### config.mk
export PLATFORM = sky130hd
export DESIGN_NAME = pixel_frame_packer
export DESIGN_NICKNAME = d
export VERILOG_FILES = /design/src/rtl/pixel_frame_packer.sv
export SDC_FILE = /design/constraint.sdc
export NUM_CORES = 1
export LEC_CHECK = 0
export ABC_AREA = 1
export CORE_ASPECT_RATIO = 1.75
export CORE_UTILIZATION = 40
export DETAILED_ROUTE_END_ITERATION = 8
export GPL_TIMING_DRIVEN = 0
export PLACE_DENSITY = 0.66
export SYNTH_ARGS = -nofsm -noshare
export SYNTH_HDL_FRONTEND = slang
export SYNTH_SLANG_ARGS = --single-unit
### constraint.sdc
create_clock -name clk -period 2.95 [get_ports clk]
set_input_delay 0.59 -clock clk [delete_from_list [all_inputs] [get_ports clk]]
set_output_delay 0.59 -clock clk [all_outputs]
set_load 0.05 [all_outputs]
### src/rtl/pixel_frame_packer.sv
// pixel_frame_packer: captures 4-pixel frames from read strobes and streams them as 5-byte packets (clk/reset, read1..4+pixData in, status_clr, out_valid/ready/data/first/last, overflow/sync_err)
module pixel_frame_packer #(
  parameter int FIFO_DEPTH = 2
) (
  input  logic       clk,
  input  logic       reset,
  input  logic       read1,
  input  logic       read2,
  input  logic       read3,
  input  logic       read4,
  input  logic [7:0] pixData,
  input  logic       status_clr,
  input  logic       out_ready,
  output logic       out_valid,
  output logic [7:0] out_data,
  output logic       out_first,
  output logic       out_last,
  output logic       overflow,
  output logic       sync_err
);
  localparam int AW = $clog2(FIFO_DEPTH);
  typedef enum logic [1:0] {IDLE, GOT1, GOT2, GOT3} state_t;
  state_t state, state_n;
  logic [3:0] s, exp_s, held_s;
  logic ok, viol, cap1, cap2, cap3, done;
  logic [7:0] p1, p2, p3, frame_id;
  logic [4:0][7:0] mem [FIFO_DEPTH];
  logic [AW-1:0] wp, rp;
  logic [AW:0] cnt;
  logic [2:0] idx;
  logic push, pop, acc;
  assign s = {read4, read3, read2, read1};
  always_ff @(posedge clk)
    if (reset) state <= IDLE;
    else state <= state_n;
  // exp_s is the strobe that advances the frame, held_s the one just captured (re-sampling allowed)
  always_comb begin
    exp_s = 4'b0001 << state;
    held_s = state == IDLE ? 4'b0000 : 4'b0001 << (state - 2'd1);
    ok = s != 4'b0000 && (s & (s - 4'd1)) == 4'b0000 && (s == exp_s || s == held_s);
    viol = s != 4'b0000 && !ok;
    state_n = s == 4'b0000 ? state :
              viol ? (s == 4'b0001 ? GOT1 : IDLE) :
              s == held_s ? state :
              state == GOT3 ? IDLE : state_t'(state + 2'd1);
  end
  // read1 alone always (re)starts or refreshes P1, even when it is a violation
  always_comb begin
    cap1 = s == 4'b0001;
    cap2 = s == 4'b0010 && ok;
    cap3 = s == 4'b0100 && ok;
    done = s == 4'b1000 && state == GOT3;
  end
  always_ff @(posedge clk) begin
    if (cap1) p1 <= pixData;
    if (cap2) p2 <= pixData;
    if (cap3) p3 <= pixData;
  end
  assign acc = out_valid && out_ready;
  assign pop = acc && idx == 3'd4;
  // a pop in the same cycle frees the slot, so a full FIFO still accepts the push
  assign push = done && (cnt != (AW+1)'(FIFO_DEPTH) || pop);
  always_ff @(posedge clk)
    if (push) mem[wp] <= {pixData, p3, p2, p1, frame_id};
  always_ff @(posedge clk)
    if (reset) begin
      wp <= '0;
      rp <= '0;
      cnt <= '0;
      idx <= '0;
      frame_id <= '0;
      overflow <= 1'b0;
      sync_err <= 1'b0;
    end else begin
      wp <= wp + AW'(push);
      rp <= rp + AW'(pop);
      cnt <= cnt + (AW+1)'(push) - (AW+1)'(pop);
      idx <= !acc ? idx : idx == 3'd4 ? 3'd0 : idx + 3'd1;
      frame_id <= frame_id + 8'(done);
      overflow <= (done && !push) || (overflow && !status_clr);
      sync_err <= viol || (sync_err && !status_clr);
    end
  assign out_valid = cnt != '0;
  assign out_data = out_valid ? mem[rp][idx] : 8'h00;
  assign out_first = out_valid && idx == 3'd0;
  assign out_last = out_valid && idx == 3'd4;
endmodule

* Word-level counts from Yosys, hierarchy flattened *
Memories as Yosys holds them, arrays and structs flattened. A register that Yosys moved wholly into a read port is not among the register bits.
Cells that the tools add are included.

storage, ports and cells
  flip-flop bits (word level) = 43
  bits in latches = 0
  memory bits (writable) = 80
  memory bits (read-only) = 0
  bits of input ports = 16
  output and inout bits = 13
  memories kept = 1

memory list
  memory  words  bits a word  read ports  clocked after memory_dff  wr ports  line  text
  mem     2      40           1           1                         1         27    logic [4:0][7:0] mem [FIFO_DEPTH];

cells by class
  add/subtract/negate cells = 9
  multipliers = 0
  divide/modulo/power cells = 0
  magnitude comparators = 1
  eq/ne operators = 10
  shift operators = 2
  mux-type cells = 12
  bitwise gates (word level) = 2
  reductions and logical operators = 28

operators by type and width
  operator             number
  $bmux 8 s3           1
  $mux 8               2
  $logic_and 1x1->1    14
  $add 8x1->8          1
  $eq 4x4->1           2
  $logic_not 4->1      2
  $shl 1x2->4 const A  2
  $mux 2               3
  $and 4x4->4          1
  $eq 4x1->1 const B   1
  $eq 4x2->1 const B   1
  $eq 4x3->1 const B   1
  $eq 4x4->1 const B   1
  $logic_or 1x1->1     4
  $lt 3x4->1 const B   1
  $mux 1               4
  $mux 4               1
  $ne 2x2->1 const B   2
  $reduce_bool 4->1    1
  $sub 4x1->4 const B  1
  $add 3x1->3 const B  1
  $eq 3x3->1 const B   1
  $logic_not 1->1      3
  $logic_not 3->1      1
  11 further kinds     12

* Depth between registers and ports, before layout *
  depth after elaboration = 10
  depth in mapped cells = 15

* Least setup slack after synthesis *
Ideal clock, no wire load.

  kind = flip-flop to flip-flop
  start point = reg idx[0]
  end point = mem mem[1][0] (netlist name), enable pin
  data arrival time = 3.072 ns
  slack = -0.523 ns
  stages on the path, launching flop included = 12
  path buffers = 2
  clock period less this slack = 3.473 ns
  cells stage by stage = dfxtp_1 buf_2 inv_1 buf_2 ha_1 nand2_1 nor2_1 nand2_1 nand2_1 nand2_1 inv_1 ha_1

on the way
  longest elaborated chain between the ends = 6

RTL lines
  element                       line  text
  start: declaration            30    logic [2:0] idx;
  start signal: assignment      78    idx <= !acc ? idx : idx == 3'd4 ? 3'd0 : idx + 3'd1;
  $eq 3x3->1                    60    assign pop = acc && idx == 3'd4;
  $logic_and 1x1->1             60
  $logic_or 1x1->1              62    assign push = done && (cnt != (AW+1)'(FIFO_DEPTH) || pop);
  $logic_and 1x1->1             62
  $mux 1                        64    if (push) mem[wp] <= {pixData, p3, p2, p1, frame_id};
  $mux 1 (not written as such)  64
  end: declaration              27

Every way passes these cells.

* Final worst setup path *
  start point = reg idx[1]
  end point = out out_last

on the way
  longest elaborated chain between the ends = 2

RTL lines
  element            line  text
  $eq 3x3->1         86    assign out_last = out_valid && idx == 3'd4;
  $logic_and 1x1->1  86
  end: declaration   17    output logic out_last,

Every way passes these cells.

==> results <==
- The fraction of the yosys area taken by sequential cells is 69.7%.
- The combined buffer and inverter count along the critical path is 3.
- In the final routed layout, each cell accounts on average for 17.4 µm.
- The post-synthesis instance area is 5030 µm².
- Global routing consumed, over all layers together, approximately a fifth of the routing resources.
- Setup violations remaining at the end of the flow were counted as 0.
- 0 antenna diodes ended up in the layout.
- The initial DRC count is around 280.
- The cell type of the slowest stage on the worst timing path is sky130_fd_sc_hd__clkdlybuf4s15_1.
- The tightest hold path in the finished design has a slack of between 0.4 and 0.5 ns.
- The CTS clock-pin slew for the worst setup and hold paths is roughly 0.05 ns.
- The tool flagged a number of max-cap violations equal to 0.
- Counting flops and latches in the post-synthesis netlist gives around 120.
- The startpoint identified for the worst register-to-register timing path is idx[0].
- The residual DRC count is 0.
- The number of synthesis warnings is 0.
- The worst max-slew margin expressed relative to the limit is between 40% and 50%.
- The final layout contains just under 500 nets.
- The number of sinks on the clock net is approximately 120.
- The power per unit of standard cell area is roughly 670 nW/µm².
- The starting utilization of the core area is 41.4%.
- Setup total negative slack on the finished layout was measured at 0 ns.
- The via density per instance is 5.14.
- For the final database, setup skew stands at approximately 0.0075 ns.
- The final wirelength is roughly 11 mm.
- The area growth from synthesis to layout is 23.0%.
- The run finished with clean final reports.
- The number of port buffers is 28.
- The worst setup path is captured at an output port.
- Cells with a size suffix above 1 make up approximately 16% of the layout.
- The first global-routing pass estimated approximately 17 mm of wire.
- The total count of max-transition violations in the final report is 0.
- The count of flip-flops with a built-in enable after synthesis is about 100.
- Summed over all cells, the static leakage comes to 0.00222 µW.
- When the netlist entered floorplanning its net count stood at approximately 450.
- Synthesis instantiated 33 different standard cells from the library.
- The largest net degree at the start of global routing is 41.
- The critical path startpoint category is a register.
- The final hold violation count is 0.
- The floorplan step defined a die boundary enclosing ~13000 µm².
- The die outline width is around 87 µm.
- The top flip-flop cell by instance count after synthesis is sky130_fd_sc_hd__edfxtp_1.
- The critical path in this run is classified as reg2out.
- The CTS tree is yes.
- Setup repair after global routing left no endpoint under its margin.
- The signal on the critical path passes through buf_2 -> clkinv_2 -> ha_1 -> nand2_1 -> nor2_2 -> clkdlybuf4s15_1.
- The share of async-settable or async-resettable flops after synthesis is 0%.
- The kind of cell with the highest combined delay along the critical path is buffers and inverters.
- The worst hold path begins at p1[0].
- The transition at the pin with the smallest max-transition slack is 0.824 ns.
- The routed design could run at a clock period as short as approximately 2.8 ns.
- The H-tree depth reported by CTS is 4.
- The via count of the first global-routing pass was about 3400.
- The initial antenna violation count is 0.
- The die extent in y is about 150 µm.
- For this run, the top clock speed supported by timing is ~0.35 GHz.
- The core region is approximately 12000 µm².
- The total number of vias is 3310.
- The buffer levels on the longest clock path is 2.
- Clock latency on the worst-skew pair, taken at its later pin, is 0.41 ns.
- After floorplanning, the core was divided into between 50 and 60 placement rows.
- The peak per-stage delay on the critical path is ~0.46 ns.
- Pin placement for this block handled 29 I/O pins.
- Synthesis produced around 420 cells.
- The final cycle utilization of the critical path is 96.3%.
- Before antenna repair, the detailed router went through 5 iterations.
- The CTS buffer count is 17.
- The root buffer cell is sky130_fd_sc_hd__clkbuf_16.
- In this run the remaining antenna-violating nets after routing total 0.
- The worst path required time is between 2 and 2.5 ns.
- The worst min-delay path category is reg2reg.
- The critical path starts at idx[1].
- A synthesized cell averages 12.0 µm².
- The estimated wirelength of the detail-placed design is around 7.3 mm.
- Routability-driven placement finished with a final weighted congestion of roughly 0.78.
- VDD sags by at most about 460 µV.
- The arrival time at the worst endpoint is 2.25 ns.
- In this run the worst path has a maximum fanout of 10.
- The aggregate global routing overflow is 0.
## metal layers
layer | track usage [%] | up-vias | routed length, µm
met3 | 4.39 | 37 | 495
met2 | 34.6 | 111 | 6240
met4 | 10.3 | 0 | 445
li1 | - | 1579 | -
met5 | 0 | - | 0
met1 | 18.9 | 1583 | 4010
## where the power goes
group / switching [µW] / total (µW) / internal, µW
logic: 55.1 / 91.4 / 36.3
registers: 3.85 / 1880 / 1880
clock network: 686 / 2160 / 1470
total: 745 / 4130 / 3390
## what timing repair did
action	4_1_cts	5_1_grt
setup endpoints to repair	90	88
hold buffers	0	0
pin swaps	0	1
setup buffers	0	1
gates resized for setup	26	10
## sequential cells by signal, summed over array words and instances, names as in the netlist
signal / flops
p2: 8
state: 2
sync_err: 1
idx: 3
frame_id: 8
mem: 80
cnt: 2
wp: 1
p3: 8
rp: 1
p1: 8
overflow: 1
## layout by cell type (no fill, tap or decap), drive strengths merged
master / synthesis / final
o211ai: 8 / 8
clkinv: 1 / 7
buf: 10 / 13
nor3: 5 / 5
o21ai: 41 / 41
clkbuf: 4 / 28
xor2: 2 / 2
nand4: 1 / 1
clkdlybuf4s15: 0 / 4
and3: 1 / 1
nor2: 64 / 64
bufinv: 0 / 5
ha: 12 / 12
nand2: 67 / 67
o221ai: 8 / 8
inv: 29 / 29
dlygate4sd2: 0 / 1
a31oi: 1 / 1
a211oi: 1 / 1
nand3: 14 / 14
dfxtp: 19 / 19
clkdlybuf4s50: 0 / 18
nor3b: 1 / 1
edfxtp: 104 / 104
o21a: 1 / 1
a21oi: 17 / 17
nor4: 3 / 3
mux2i: 4 / 4
## synth_stat cells (3+ instances only)
library cell | number | share of area [%]
sky130_fd_sc_hd__a21oi_1 | 15 | 1.5
sky130_fd_sc_hd__buf_2 | 9 | 0.90
sky130_fd_sc_hd__clkbuf_1 | 4 | 0.30
sky130_fd_sc_hd__dfxtp_1 | 19 | 7.6
sky130_fd_sc_hd__edfxtp_1 | 104 | 62
sky130_fd_sc_hd__ha_1 | 12 | 3.0
sky130_fd_sc_hd__inv_1 | 24 | 1.8
sky130_fd_sc_hd__inv_2 | 5 | 0.37
sky130_fd_sc_hd__mux2i_1 | 4 | 0.80
sky130_fd_sc_hd__nand2_1 | 59 | 4.4
sky130_fd_sc_hd__nand2_2 | 6 | 0.75
sky130_fd_sc_hd__nand3_1 | 14 | 1.4
sky130_fd_sc_hd__nor2_1 | 60 | 4.5
sky130_fd_sc_hd__nor3_1 | 3 | 0.30
sky130_fd_sc_hd__nor4_1 | 3 | 0.37
sky130_fd_sc_hd__o211ai_1 | 8 | 1.2
sky130_fd_sc_hd__o21ai_0 | 28 | 2.8
sky130_fd_sc_hd__o21ai_1 | 13 | 1.3
sky130_fd_sc_hd__o221ai_1 | 8 | 1.4
## logic make-up (layout without fill, tap and decap cells)
group / Yosys count / count (layout) / share of synthesized area (%)
adders and majority gates: 12 / 12 / 2.99
xor gates and xnor gates: 2 / 2 / 0.349
buffers and inverters: 44 / 105 / 3.58
DFF: 123 / 123 / 69.7
muxes: 4 / 4 / 0.797
AOI/OAI and AO/OA: 77 / 77 / 8.94
and+or+nand+nor: 156 / 156 / 13.6
## path summary, 6_finish.rpt
| path | depth (start not counted) | slack, ns | to |
|---|---|---|---|
| max | 6 | 0.11 | out_last |
| min | 0 | 0.44 | mem[0][8] |
| max reg2reg | 11 | 0.18 | mem[0][19] |
| min reg2reg | 0 | 0.44 | mem[0][8] |
## area by class of cell
cell class                      instances  area, µm²
Buffer                                 14       72.6
Timing Repair Buffer                   31        280
Clock inverter                         11        176
Multi-Input combinational cell        251       1390
Tap cell                              165        206
Sequential cell                       123       3500
Clock buffer                           19        433
Inverter                               30        114
Fill cell                            1006       5960
## per-stage QoR
step                setup WS (ns)  power [µW]  utilization [%]  area (µm²)  std cells
detailed placement         -0.350        2010             45.8        5550        613
floorplan                   0.149        1960                -        5030        418
CTS                       -0.0824        4150             50.9        6170        643
global placement           -0.990        2000             45.5        5520        611
finish                      0.110        4130             50.9        6180        644
global route               0.0102        4240             50.9        6180        644
No activity file was read; power rests on OpenSTA's default activity.
